[src/rtl/jtcontra_pkg.sv]
// Shared definitions for the Contra sound-command path.
// IRQ mode encodings and sizing helpers used by the command queue.
package jtcontra_pkg;

  localparam int IRQ_PULSE = 0;
  localparam int IRQ_LEVEL = 1;
  localparam int IRQ_ACK   = 2;

  // Pointer width: a single-entry queue still needs a 1-bit address.
  function automatic int cmdq_aw(input int depth);
    return (depth > 1) ? $clog2(depth) : 1;
  endfunction

endpackage

[src/rtl/jtcontra_cmdq_ram.sv]
// Command storage: DEPTH x DW, one synchronous write port, asynchronous read.
// Contents are not reset; the queue pointers decide what is valid.
module jtcontra_cmdq_ram
  import jtcontra_pkg::*;
#(
  parameter int DW    = 8,
  parameter int DEPTH = 4,
  parameter int AW    = cmdq_aw(DEPTH)
) (
  input  logic          clk,
  input  logic          we,
  input  logic [AW-1:0] waddr,
  input  logic [DW-1:0] wdata,
  input  logic [AW-1:0] raddr,
  output logic [DW-1:0] rdata
);

  logic [DW-1:0] r_mem [0:(1<<AW)-1];

  always_ff @(posedge clk) begin
    if (we) r_mem[waddr] <= wdata;
  end

  assign rdata = r_mem[raddr];

endmodule

[src/rtl/jtcontra_cmdq.sv]
// Main-CPU to sound-CPU command queue with selectable IRQ behaviour and
// overflow handling. DEPTH=1, OVERWRITE=1, IRQ_MODE=0 behaves as the old latch.
module jtcontra_cmdq
  import jtcontra_pkg::*;
#(
  parameter int DW        = 8,
  parameter int DEPTH     = 4,
  parameter int IRQ_MODE  = IRQ_PULSE,
  parameter int OVERWRITE = 0
) (
  input  logic                   clk,
  input  logic                   rst,
  input  logic                   wr_cen,
  input  logic                   wr_we,
  input  logic [DW-1:0]          wr_din,
  input  logic                   rd_cen,
  input  logic                   rd_re,
  input  logic                   irq_ack,
  input  logic                   ovf_clr,
  output logic [DW-1:0]          rd_dout,
  output logic                   snd_irq,
  output logic                   empty,
  output logic                   full,
  output logic [$clog2(DEPTH):0] level,
  output logic                   ovf
);

  localparam int AW = cmdq_aw(DEPTH);
  localparam int LW = $clog2(DEPTH) + 1;

  logic [AW-1:0] r_wr_ptr, r_rd_ptr;
  logic [LW-1:0] r_level;
  logic          r_empty, r_full, r_ovf, r_irq;
  logic [DW-1:0] r_hold;

  logic          w_wr_req, w_rd_req, w_pop, w_push, w_ovf_wr, w_ovw, w_irq_evt;
  logic          w_ram_we;
  logic [AW-1:0] w_ram_addr, w_wr_ptr_inc, w_rd_ptr_inc, w_newest;
  logic [DW-1:0] w_head;
  logic [LW-1:0] w_level_next;

  assign w_wr_req = wr_cen & wr_we;
  assign w_rd_req = rd_cen & rd_re;
  assign w_pop    = w_rd_req & ~r_empty;
  // A pop in the same cycle frees a slot, so a push into a full queue is accepted.
  assign w_push   = w_wr_req & (~r_full | w_pop);
  assign w_ovf_wr = w_wr_req & r_full & ~w_pop;
  assign w_ovw    = (OVERWRITE != 0) & w_ovf_wr;
  assign w_irq_evt = w_push | w_ovw;

  assign w_wr_ptr_inc = (DEPTH == 1) ? '0 : r_wr_ptr + AW'(1);
  assign w_rd_ptr_inc = (DEPTH == 1) ? '0 : r_rd_ptr + AW'(1);
  assign w_newest     = (DEPTH == 1) ? '0 : r_wr_ptr - AW'(1);

  assign w_ram_we   = w_push | w_ovw;
  assign w_ram_addr = w_push ? r_wr_ptr : w_newest;

  assign w_level_next = r_level + LW'(w_push) - LW'(w_pop);

  jtcontra_cmdq_ram #(
    .DW    (DW),
    .DEPTH (DEPTH),
    .AW    (AW)
  ) u_ram (
    .clk   (clk),
    .we    (w_ram_we),
    .waddr (w_ram_addr),
    .wdata (wr_din),
    .raddr (r_rd_ptr),
    .rdata (w_head)
  );

  always_ff @(posedge clk or posedge rst) begin
    if (rst) begin
      r_wr_ptr <= '0;
      r_rd_ptr <= '0;
      r_level  <= '0;
      r_empty  <= 1'b1;
      r_full   <= 1'b0;
      r_hold   <= '0;
    end else begin
      if (w_push) r_wr_ptr <= w_wr_ptr_inc;
      if (w_pop) begin
        r_rd_ptr <= w_rd_ptr_inc;
        r_hold   <= w_head;
      end
      r_level <= w_level_next;
      r_empty <= (w_level_next == '0);
      r_full  <= (w_level_next == LW'(DEPTH));
    end
  end

  // Overflow wins over a coincident clear so the event is never lost.
  always_ff @(posedge clk or posedge rst) begin
    if (rst)                       r_ovf <= 1'b0;
    else if (w_ovf_wr)             r_ovf <= 1'b1;
    else if (wr_cen & ovf_clr)     r_ovf <= 1'b0;
  end

  always_ff @(posedge clk or posedge rst) begin
    if (rst) begin
      r_irq <= 1'b0;
    end else if (IRQ_MODE == IRQ_LEVEL) begin
      r_irq <= (w_level_next != '0);
    end else if (IRQ_MODE == IRQ_ACK) begin
      if (w_irq_evt)              r_irq <= 1'b1;
      else if (rd_cen & irq_ack)  r_irq <= 1'b0;
    end else if (wr_cen) begin
      r_irq <= w_irq_evt;
    end
  end

  assign rd_dout = r_empty ? r_hold : w_head;
  assign snd_irq = r_irq;
  assign empty   = r_empty;
  assign full    = r_full;
  assign level   = r_level;
  assign ovf     = r_ovf;

endmodule

[config.mk]
export PLATFORM = sky130hd
export DESIGN_NAME = jtcontra_cmdq
export DESIGN_NICKNAME = d
export VERILOG_FILES = /design/src/rtl/jtcontra_pkg.sv /design/src/rtl/jtcontra_cmdq_ram.sv /design/src/rtl/jtcontra_cmdq.sv
export SDC_FILE = /design/constraint.sdc
export NUM_CORES = 1
export LEC_CHECK = 0
export CAP_MARGIN = 40
export CORE_AREA = 2 2 98 100
export DETAILED_ROUTE_END_ITERATION = 8
export DIE_AREA = 0 0 100 102
export DONT_BUFFER_PORTS = 1
export PLACE_DENSITY = 0.46
export REMOVE_ABC_BUFFERS = 1
export SLEW_MARGIN = 20
export SYNTH_ARGS = -nofsm -noshare
export SYNTH_HDL_FRONTEND = slang
export SYNTH_HIERARCHICAL = 1
export SYNTH_SLANG_ARGS = --single-unit
[constraint.sdc]
create_clock -name clk -period 2.9 [get_ports clk]
set_clock_uncertainty 0.1 [all_clocks]
set_input_delay 0.725 -clock clk [delete_from_list [all_inputs] [get_ports clk]]
set_output_delay 0.725 -clock clk [all_outputs]
set_load 0.03 [all_outputs]
# Word-level counts from Yosys, hierarchy flattened
# Memory sizes are Yosys's and may differ from the RTL's.
# Index checks and enable logic that the tools add are counted.
[totals]
register_bits = 19
ram_bits = 32
inputBits = 16
memories = 1
elab_cells = 34
[classes]
reduce_logical = 2
n_mux = 6
addsub = 5
n_eq_ne = 1
bitwise_logic = 11
[memory_table]
columns = ["name", "depth", "word_bits", "rd", "rd_clocked_by_memory_dff", "write_ports", "line", "source"]
rows = [
  ["u_ram.r_mem", 4, 8, 1, 0, 1, "jtcontra_cmdq_ram.sv:18", "logic [DW-1:0] r_mem [0:(1<<AW)-1];"],
]
[ops]
columns = ["operator", "n"]
rows = [
  ["8-bit 2-to-1 mux", 1],
  ["1-bit bitwise AND", 7],
  ["2-bit by 1-bit adder with 2-bit output, second input constant", 2],
  ["1-bit 2-to-1 mux", 4],
  ["3-bit by 1-bit adder with 3-bit output", 1],
  ["3-bit == test, second input constant", 1],
  ["3-bit zero test", 1],
  ["1-bit NOT", 3],
  ["3-bit by 1-bit subtractor with 3-bit output", 1],
  ["2-bit 2-to-1 mux", 1],
  ["2-bit nonzero test", 1],
  ["2-bit by 1-bit subtractor with 2-bit output, second input constant", 1],
  ["1-bit bitwise OR", 1],
]

# Depth between registers and ports, before layout
# Gate-level depths: netlist of the first run.
[depth]
depth_word = 7
depth_mapped = 10
depth_no_buf = 9

# By module
# The synthesis of the first run kept the hierarchy.
[modules_own_cells]
columns = ["module", "seq_area_each_um2", "n_inst", "area_per_inst_um2", "cells_per_inst"]
rows = [
  ["jtcontra_cmdq_ram", 960.9, 1, 1188.6, 46],
  ["jtcontra_cmdq", 476.7, 1, 938.4, 89],
]

# Worst setup path before layout of the first run
# Ideal clock, no wire load.
[synth_timing]
kind = "in2reg"
start = "in rd_cen"
end = "reg r_full, in the netlist full"
arrival_ns = 2.401
cell_stages = 9
t_required_ns = 2.712
setup_ns = 0.088
slack_ns = 0.311
cell_sequence = "nand3b_4 a21o_4 ha_1 inv_1 ha_1 fa_1 xnor2_1 xnor2_1 nor3b_1"
[synth_via]
elab_chain_cells = 7
[synth_rtl]
columns = ["element", "line", "source"]
rows = [
  ["from (decl)", "jtcontra_cmdq.sv:16", "input logic rd_cen,"],
  ["1-bit bitwise AND (*)", "jtcontra_cmdq.sv:43", "assign w_rd_req = rd_cen & rd_re;"],
  ["1-bit bitwise AND (*)", "jtcontra_cmdq.sv:44", "assign w_pop = w_rd_req & ~r_empty;"],
  ["1-bit bitwise OR", "jtcontra_cmdq.sv:46", "assign w_push = w_wr_req & (~r_full | w_pop);"],
  ["1-bit bitwise AND", "jtcontra_cmdq.sv:46", ""],
  ["3-bit by 1-bit adder with 3-bit output", "jtcontra_cmdq.sv:58", "assign w_level_next = r_level + LW'(w_push) - LW'(w_pop);"],
  ["3-bit by 1-bit subtractor with 3-bit output (*)", "jtcontra_cmdq.sv:58", ""],
  ["named net w_level_next[2]", "jtcontra_cmdq.sv:40", "logic [LW-1:0] w_level_next;"],
  ["3-bit == test (*)", "jtcontra_cmdq.sv:89", "r_full <= (w_level_next == LW'(DEPTH));"],
  ["to (signal assigned)", "jtcontra_cmdq.sv:89", ""],
  ["to (decl)", "jtcontra_cmdq.sv:33", "logic r_empty, r_full, r_ovf, r_irq;"],
]
# Mark *: on every way through the listed nets, which the timed path passes. The rest lies on a longest branch.
# A chain may end at the register's enable or synchronous reset.

# Worst setup path after layout of the first run
[layout_timing]
start = "reg r_empty, in the netlist empty"
end = "reg r_full, in the netlist full"
[layout_via]
elab_chain_cells = 7
[layout_rtl]
columns = ["element", "line", "source"]
rows = [
  ["from (decl)", "jtcontra_cmdq.sv:33", ""],
  ["from (signal assigned)", "jtcontra_cmdq.sv:88", "r_empty <= (w_level_next == '0);"],
  ["1-bit NOT (*)", "jtcontra_cmdq.sv:44", ""],
  ["1-bit bitwise AND (*)", "jtcontra_cmdq.sv:44", ""],
  ["named net w_pop", "jtcontra_cmdq.sv:36", "logic w_wr_req, w_rd_req, w_pop, w_push, w_ovf_wr, w_ovw, w_irq_evt;"],
  ["1-bit bitwise OR", "jtcontra_cmdq.sv:46", ""],
  ["1-bit bitwise AND", "jtcontra_cmdq.sv:46", ""],
  ["3-bit by 1-bit adder with 3-bit output", "jtcontra_cmdq.sv:58", ""],
  ["3-bit by 1-bit subtractor with 3-bit output (*)", "jtcontra_cmdq.sv:58", ""],
  ["named net w_level_next[2]", "jtcontra_cmdq.sv:40", ""],
  ["3-bit == test (*)", "jtcontra_cmdq.sv:89", ""],
]
# Marks and branches as above.

==> run_results.csv, run 1 <==
group,metric,value,unit
run_status,status,"finished clean",
synth,synthArstFlopShare,0.3725,
grt,grt_pass1_vias,1165,
sta,drv_slew,0,
synth,yosys_most_used_dff,"edfxtp_1",
critical_path,worstPathRequired,3.01,ns
sta,tightest_slew,0.7288,ns
grt,grtUsageTotal,0.08140,
routing,drt_iter0_drc,13,
sta,period_minus_slack,2.672,ns
clock_tree,clockBufferDepth,2,
clock_tree,postCtsSetupBuffers,0,
sta,min_period_over_period,0.9212,
synth,ys_warn_count,6,
critical_path,critPathArrivalTime,2.79,ns
clock_tree,cts.sinks,51,
placement,port_buffers,0,
clock_tree,cts_tree,"built",
pwr,leakage,0.9166,nW
sta,fmax,374.3,MHz
grt,grt_max_degree,20,
routing,remaining_drc_errors,0,
sta,setup_viol,0,
finish,final_util,0.2622,
synth,synth_enable_flop_cells,32,
floorplan,dieArea,10200,um2
pwr,swShare,0.3664,
floorplan,core,9109,um2
critical_path,critPathKind,"reg -> reg",
critical_path,rr_startpoint,"empty",
floorplan,ios,31,
critical_path,cp_slowest_stage_delay,0.54,ns
pwr,seqPwrFrac,0.455,
critical_path,cp_num_buf_inv,3,
sta,tns,0,ns
synth,ys_ff_latch,51,
finish,n_antenna_cell,0,
grt,grt_busiest_layer,"met2",
clock_tree,htreeDepth,2,
critical_path,endpoint_kind,"flip-flop",
pwr,power_density,1020,nW/um2
pwr,p_comb_frac,0.354,
clock_tree,path_clk_slew,0.09,ns
grt,gr-total-overflow,0,
critical_path,cp-startpoint,"empty",
critical_path,slowest_stage,"dfstp_2",
clock_tree,clockRootBuffer,"clkbuf_8",
sta,hold_viol,0,
grt,grt_pass1_wl,6.023,mm
placement,routabilityCongestion,0.7503,
grt,antenna_found_initial,0,
floorplan,start_util,0.2335,
sta,whs,0.3267,ns
routing,first_pass_iters,3,
clock_tree,cts_resized,0,
grt,grt_use_met2,0.1502,
finish,multi_input_area,619.3,um2
synth,netlist_area,2127,um2
routing,vias_per_cell,4.207,
critical_path,path_max_fanout,14,
clock_tree,clk_latency,0.30,ns
synth,post_synth_num_cell_types,27,
routing,vias,1077,
synth,synth_seq_area_share,0.6759,
pwr,intPower,0.001543,W
critical_path,startpoint_type,"flip-flop",
pwr,peakVddDrop,0.2393,mV
floorplan,dieWidth,100,um
sta,grt_setup_unrepaired,"no",
sta,slew_headroom,0.5136,
finish,final_layout_size_suffix_gt1_frac,0.2483,
routing,drt-total-wl,3.918,mm
critical_path,crit_chain,"nand3b_4 > buf_4 > inv_2 > ha_1 > inv_1 > ha_1 > fa_1 > xnor2_1 > xnor2_1 > nor3b_1",
finish,area_growth,12.29,%
floorplan,die_y,102,um
clock_tree,hold_buffers,0,
critical_path,path_delay_family,"adder cells",
grt,globalRouteMet1Util,0.08217,
routing,ant_nets,0,
grt,met3_usage,0.02736,
floorplan,num_rows,35,
routing,wire_per_inst,15.30,um
clock_tree,cts_buffers,5,
synth,syn_area_per_cell,15.76,um2
finish,final_nets,163,
hold_path,hold_path_class,"in -> async",
job,maxCapViolCount,0,
synth,synthCells,135,
finish,fill_cells,936,
pwr,switchingPower,0.0008925,W
finish,regArea,1438,um2
pwr,clockPowerShare,0.190,
area by class of cell:
type                            count  share of cell area
Sequential cell                    51              0.6019
Multi-Input combinational cell     71              0.2593
Tap cell                          111             0.05815
Clock buffer                        7             0.04505
Timing Repair Buffer                6             0.01886
Inverter                            9             0.01467
Clock inverter                      1            0.002095
per-layer routing:
| metal | part of all wire | vias up |
|---|---|---|
| met1 | 0.39 | 542 |
| met5 | 0 | - |
| li1 | - | 500 |
| met4 | 0.022 | 0 |
| met3 | 0.067 | 7 |
| met2 | 0.53 | 28 |
worst reg2reg max path, cell delays in order, from the launching register on:
cell	delay [ns]
dfstp_2	0.54
nand3b_4	0.13
buf_4	0.22
inv_2	0.06
ha_1	0.27
inv_1	0.04
ha_1	0.18
fa_1	0.38
xnor2_1	0.15
xnor2_1	0.28
nor3b_1	0.24
cell families after synthesis:
kind of cell             after synthesis  share of synthesized area
adder cells (fa/ha/maj)                3                    0.02117
flip-flops                            51                     0.6759
AO/OA/AOI/OAI                          7                    0.02823
XOR/XNOR                               7                    0.02882
multiplexers                          16                     0.1271
buffers and inverters                 13                    0.03294
AND/OR/NAND/NOR                       38                    0.08588
through the flow:
step / std cells / power, W / cell area [um2] / setup slack (ns)
2_1_floorplan: 131 / 0.001795 / 2092 / 0.2360
3_3_place_gp: 248 / 0.001954 / 2276 / 0.1870
3_5_place_dp: 248 / 0.001998 / 2276 / 0.1164
4_1_cts: 256 / 0.002472 / 2389 / 0.2258
5_1_grt: 256 / 0.002576 / 2389 / 0.04912
6_report: 256 / 0.002436 / 2389 / 0.2284
power groups by stage:
stage	registers [W]	logic (W)	clock network, W
global placement	0.00112	0.000838	0
global route	0.00113	0.000938	0.000508
detailed placement	0.00113	0.000868	0
CTS	0.00111	0.000876	0.000483
finish	0.00111	0.000863	0.000464
floorplan	0.00114	0.000651	0
flip-flops by register name, summed over array words and instances, names as in the netlist:
register	flops
r_wr_ptr	2
ovf	1
r_hold	8
r_rd_ptr	2
empty	1
full	1
u_ram/r_mem	32
snd_irq	1
level	3
cell usage after synthesis (all sizes together), types with 2 or more instances:
library cell  instances  share of area
mux2                  8          0.042
dfrtp                18           0.21
xnor2                 7          0.029
nor3b                 2         0.0071
o21ai                 2         0.0047
nand2                29          0.051
and3b                 2         0.0082
and3                  2         0.0059
edfxtp               32           0.45
mux4                  8          0.085
buf                   3          0.014
ha                    2          0.012
inv                   8          0.014
placed cells by master (no fill, tap or decap):
cell,Yosys,layout
edfxtp_1,32,32
nand2_1,29,29
dfrtp_1,18,18
mux2_2,8,8
mux4_2,8,8
inv_1,7,7
xnor2_1,7,7
clkbuf_8,0,6
buf_4,1,6
clkinv_2,1,2
and3_1,2,2
nor3b_1,2,2
o21ai_0,2,2
ha_1,2,2
and3b_1,2,2
nand3b_4,1,1
a21o_4,1,1
a211oi_2,1,1
inv_2,1,1
nor2_1,1,1
a21oi_1,1,1
a311oi_1,1,1
a211o_1,1,1
nor3_1,1,1
fa_1,1,1
clkbuf_16,0,1
dfstp_2,1,1
worst paths after layout:
| check | to | slack, ns | depth (start not counted) |
|---|---|---|---|
| worst min register to register | r_hold[1] | 0.38 | 2 |
| worst min-delay path | level[2] | 0.33 | 1 |
| max in group asynchronous | r_wr_ptr[0] | 1.92 | 1 |
| worst max register to register | full | 0.23 | 10 |
| worst max-delay path | full | 0.23 | 10 |
| min in group clk | r_hold[1] | 0.38 | 2 |
(Power assumes the default switching activity.)
==> inputs of run 2 (changes only) <==
Settings changed: CORE_AREA 2 2 98 100 to 2 2 88 90, DIE_AREA 0 0 100 102 to 0 0 90 92, PLACE_DENSITY 0.46 to 0.53.
==> run 2 against run 1 <==
Fmax rose by 1.7%. Critical path depth is 7 lower. Final cell count down 3.5%. Sequential power hardly changed. Clock power fell by 7.1%. Via count grew 0.65%. Total power down 1.7%. Sequential share of layout area increased by 0.67 points. Die area down 19%. Wire length fell by 2.4%. Global-route usage increased by 1.8 points.
==> run_results.csv, run 2 (synthesized netlist as in run 1, its figures left out) <==
group,metric,value,unit
routing,wire_per_inst,15.48,um
critical_path,critPathArrivalTime,1.80,ns
pwr,leakage,0.9075,nW
finish,n_antenna_cell,0,
finish,final_util,0.3172,
clock_tree,clk_latency,0.31,ns
floorplan,ios,31,
pwr,switchingPower,0.0009171,W
grt,grt_pass1_wl,6.127,mm
sta,setup_viol,0,
sta,min_period_over_period,0.9058,
clock_tree,cts.sinks,51,
critical_path,slowest_stage,"mux4_2",
floorplan,num_rows,32,
sta,drv_slew,0,
finish,largest_register_ffs,32,
clock_tree,clockRootBuffer,"clkbuf_8",
clock_tree,clockBufferDepth,2,
finish,final_layout_size_suffix_gt1_frac,0.2483,
finish,layout.cells.most_common,"edfxtp_1",
grt,grtUsageTotal,0.09936,
finish,fill_cells,750,
finish,mostFrequentLayoutCells,"edfxtp_1 (32), nand2_1 (29), dfrtp_1 (18)",
hold_path,hold_path_class,"in -> async",
routing,drt_iter0_drc,76,
routing,ant_nets,0,
finish,area_growth,11.06,%
pwr,seqPwrFrac,0.465,
sta,tightest_slew,0.7370,ns
routing,remaining_drc_errors,0,
floorplan,die_y,92,um
critical_path,path_delay_family,"multiplexers",
placement,post-dp-hpwl,2.770,mm
grt,grt_pass1_vias,1179,
sta,tns,0,ns
critical_path,crit_chain,"buf_4 > mux4_2 > mux2_2",
floorplan,core,7447,um2
sta,fmax,380.7,MHz
placement,port_buffers,0,
floorplan,start_util,0.2856,
clock_tree,postCtsSetupBuffers,0,
critical_path,cp_num_buf_inv,1,
finish,multi_input_area,619.3,um2
run_status,status,"finished clean",
pwr,p_comb_frac,0.355,
sta,period_minus_slack,2.627,ns
critical_path,startpoint_type,"flip-flop",
clock_tree,cts_tree,"built",
sta,slew_headroom,0.5081,
critical_path,endpoint_kind,"output port",
critical_path,worstPathRequired,2.08,ns
pwr,power_density,1013,nW/um2
critical_path,reg2reg_setup_slack,0.44,ns
clock_tree,htreeDepth,2,
sta,hold_viol,0,
clock_tree,cts_buffers,5,
clock_tree,path_clk_slew,0.10,ns
critical_path,cp_slowest_stage_delay,0.56,ns
grt,gr-total-overflow,0,
clock_tree,hold_buffers,0,
grt,antenna_found_initial,0,
sta,grt_setup_unrepaired,"no",
grt,grt_max_degree,20,
pwr,peakVddDrop,0.2579,mV
finish,regMostFlops,"u_ram/r_mem",
job,maxCapViolCount,0,
routing,drt-total-wl,3.823,mm
routing,vias_per_cell,4.389,
routing,vias,1084,
pwr,clockPowerShare,0.180,
critical_path,path_max_fanout,10,
critical_path,critPathKind,"reg -> out",
routing,first_pass_iters,4,
placement,routabilityCongestion,0.6976,
finish,regArea,1438,um2
floorplan,dieArea,8280,um2
finish,final_nets,163,
pwr,swShare,0.3831,
pwr,intPower,0.001477,W
floorplan,dieWidth,90,um
clock_tree,cts_resized,0,
-- run 2: cell count changes in the layout (fill, tap and decap cells not counted), sizes merged --
cell    delta
clkinv     +1
inv        +1
clkbuf     -2
-- run 2: layout make-up --
| type | instances | share of cell area |
|---|---|---|
| sequential | 51 | 0.6086 |
| clock buffer | 5 | 0.02913 |
| inverter | 9 | 0.01483 |
| timing repair buffer | 6 | 0.01907 |
| multi-input combinational | 71 | 0.2622 |
| tap | 102 | 0.05403 |
| clock inverter | 3 | 0.01218 |
-- run 2: power groups by stage --
stage,Combinational [W],Clock [W],Sequential [W]
after floorplan,0.000651,0,0.00114
after global placement,0.000835,0,0.00112
after CTS,0.000868,0.000444,0.00112
final,0.000849,0.000431,0.00111
after detailed placement,0.000866,0,0.00113
after global routing,0.000918,0.000473,0.00114
-- run 2: path summary, 6_finish.rpt --
kind,from,to,depth (start not counted)
worst max-delay path,r_rd_ptr[0],rd_dout[2],3
worst min-delay path,rst,r_hold[7],1
worst max register to register,empty,full,9
worst min register to register,r_hold[7],r_hold[7],2
max in group asynchronous,rst,full,1
min in group clk,r_hold[7],r_hold[7],2
-- run 2: routing by layer --
layer,wire [um],up-vias,track usage
li1,-,499,-
met1,1443,557,0.09588
met2,2071,23,0.1855
met3,252,5,0.04355
met4,56,0,0.03846
met5,0,-,0
-- run 2: per-stage QoR --
stage	instances	hold slack [ns]	setup WS (ns)	total power [W]	instance area, um2
after CTS	247	0.3458	0.2468	0.002429	2362
after global routing	247	0.3716	0.1821	0.002529	2362
after global placement	239	0.3527	0.1691	0.001957	2265
after detailed placement	239	0.3570	0.1273	0.001997	2265
final	247	0.3215	0.2733	0.002394	2362
after floorplan	131	0.3401	0.2360	0.001795	2092
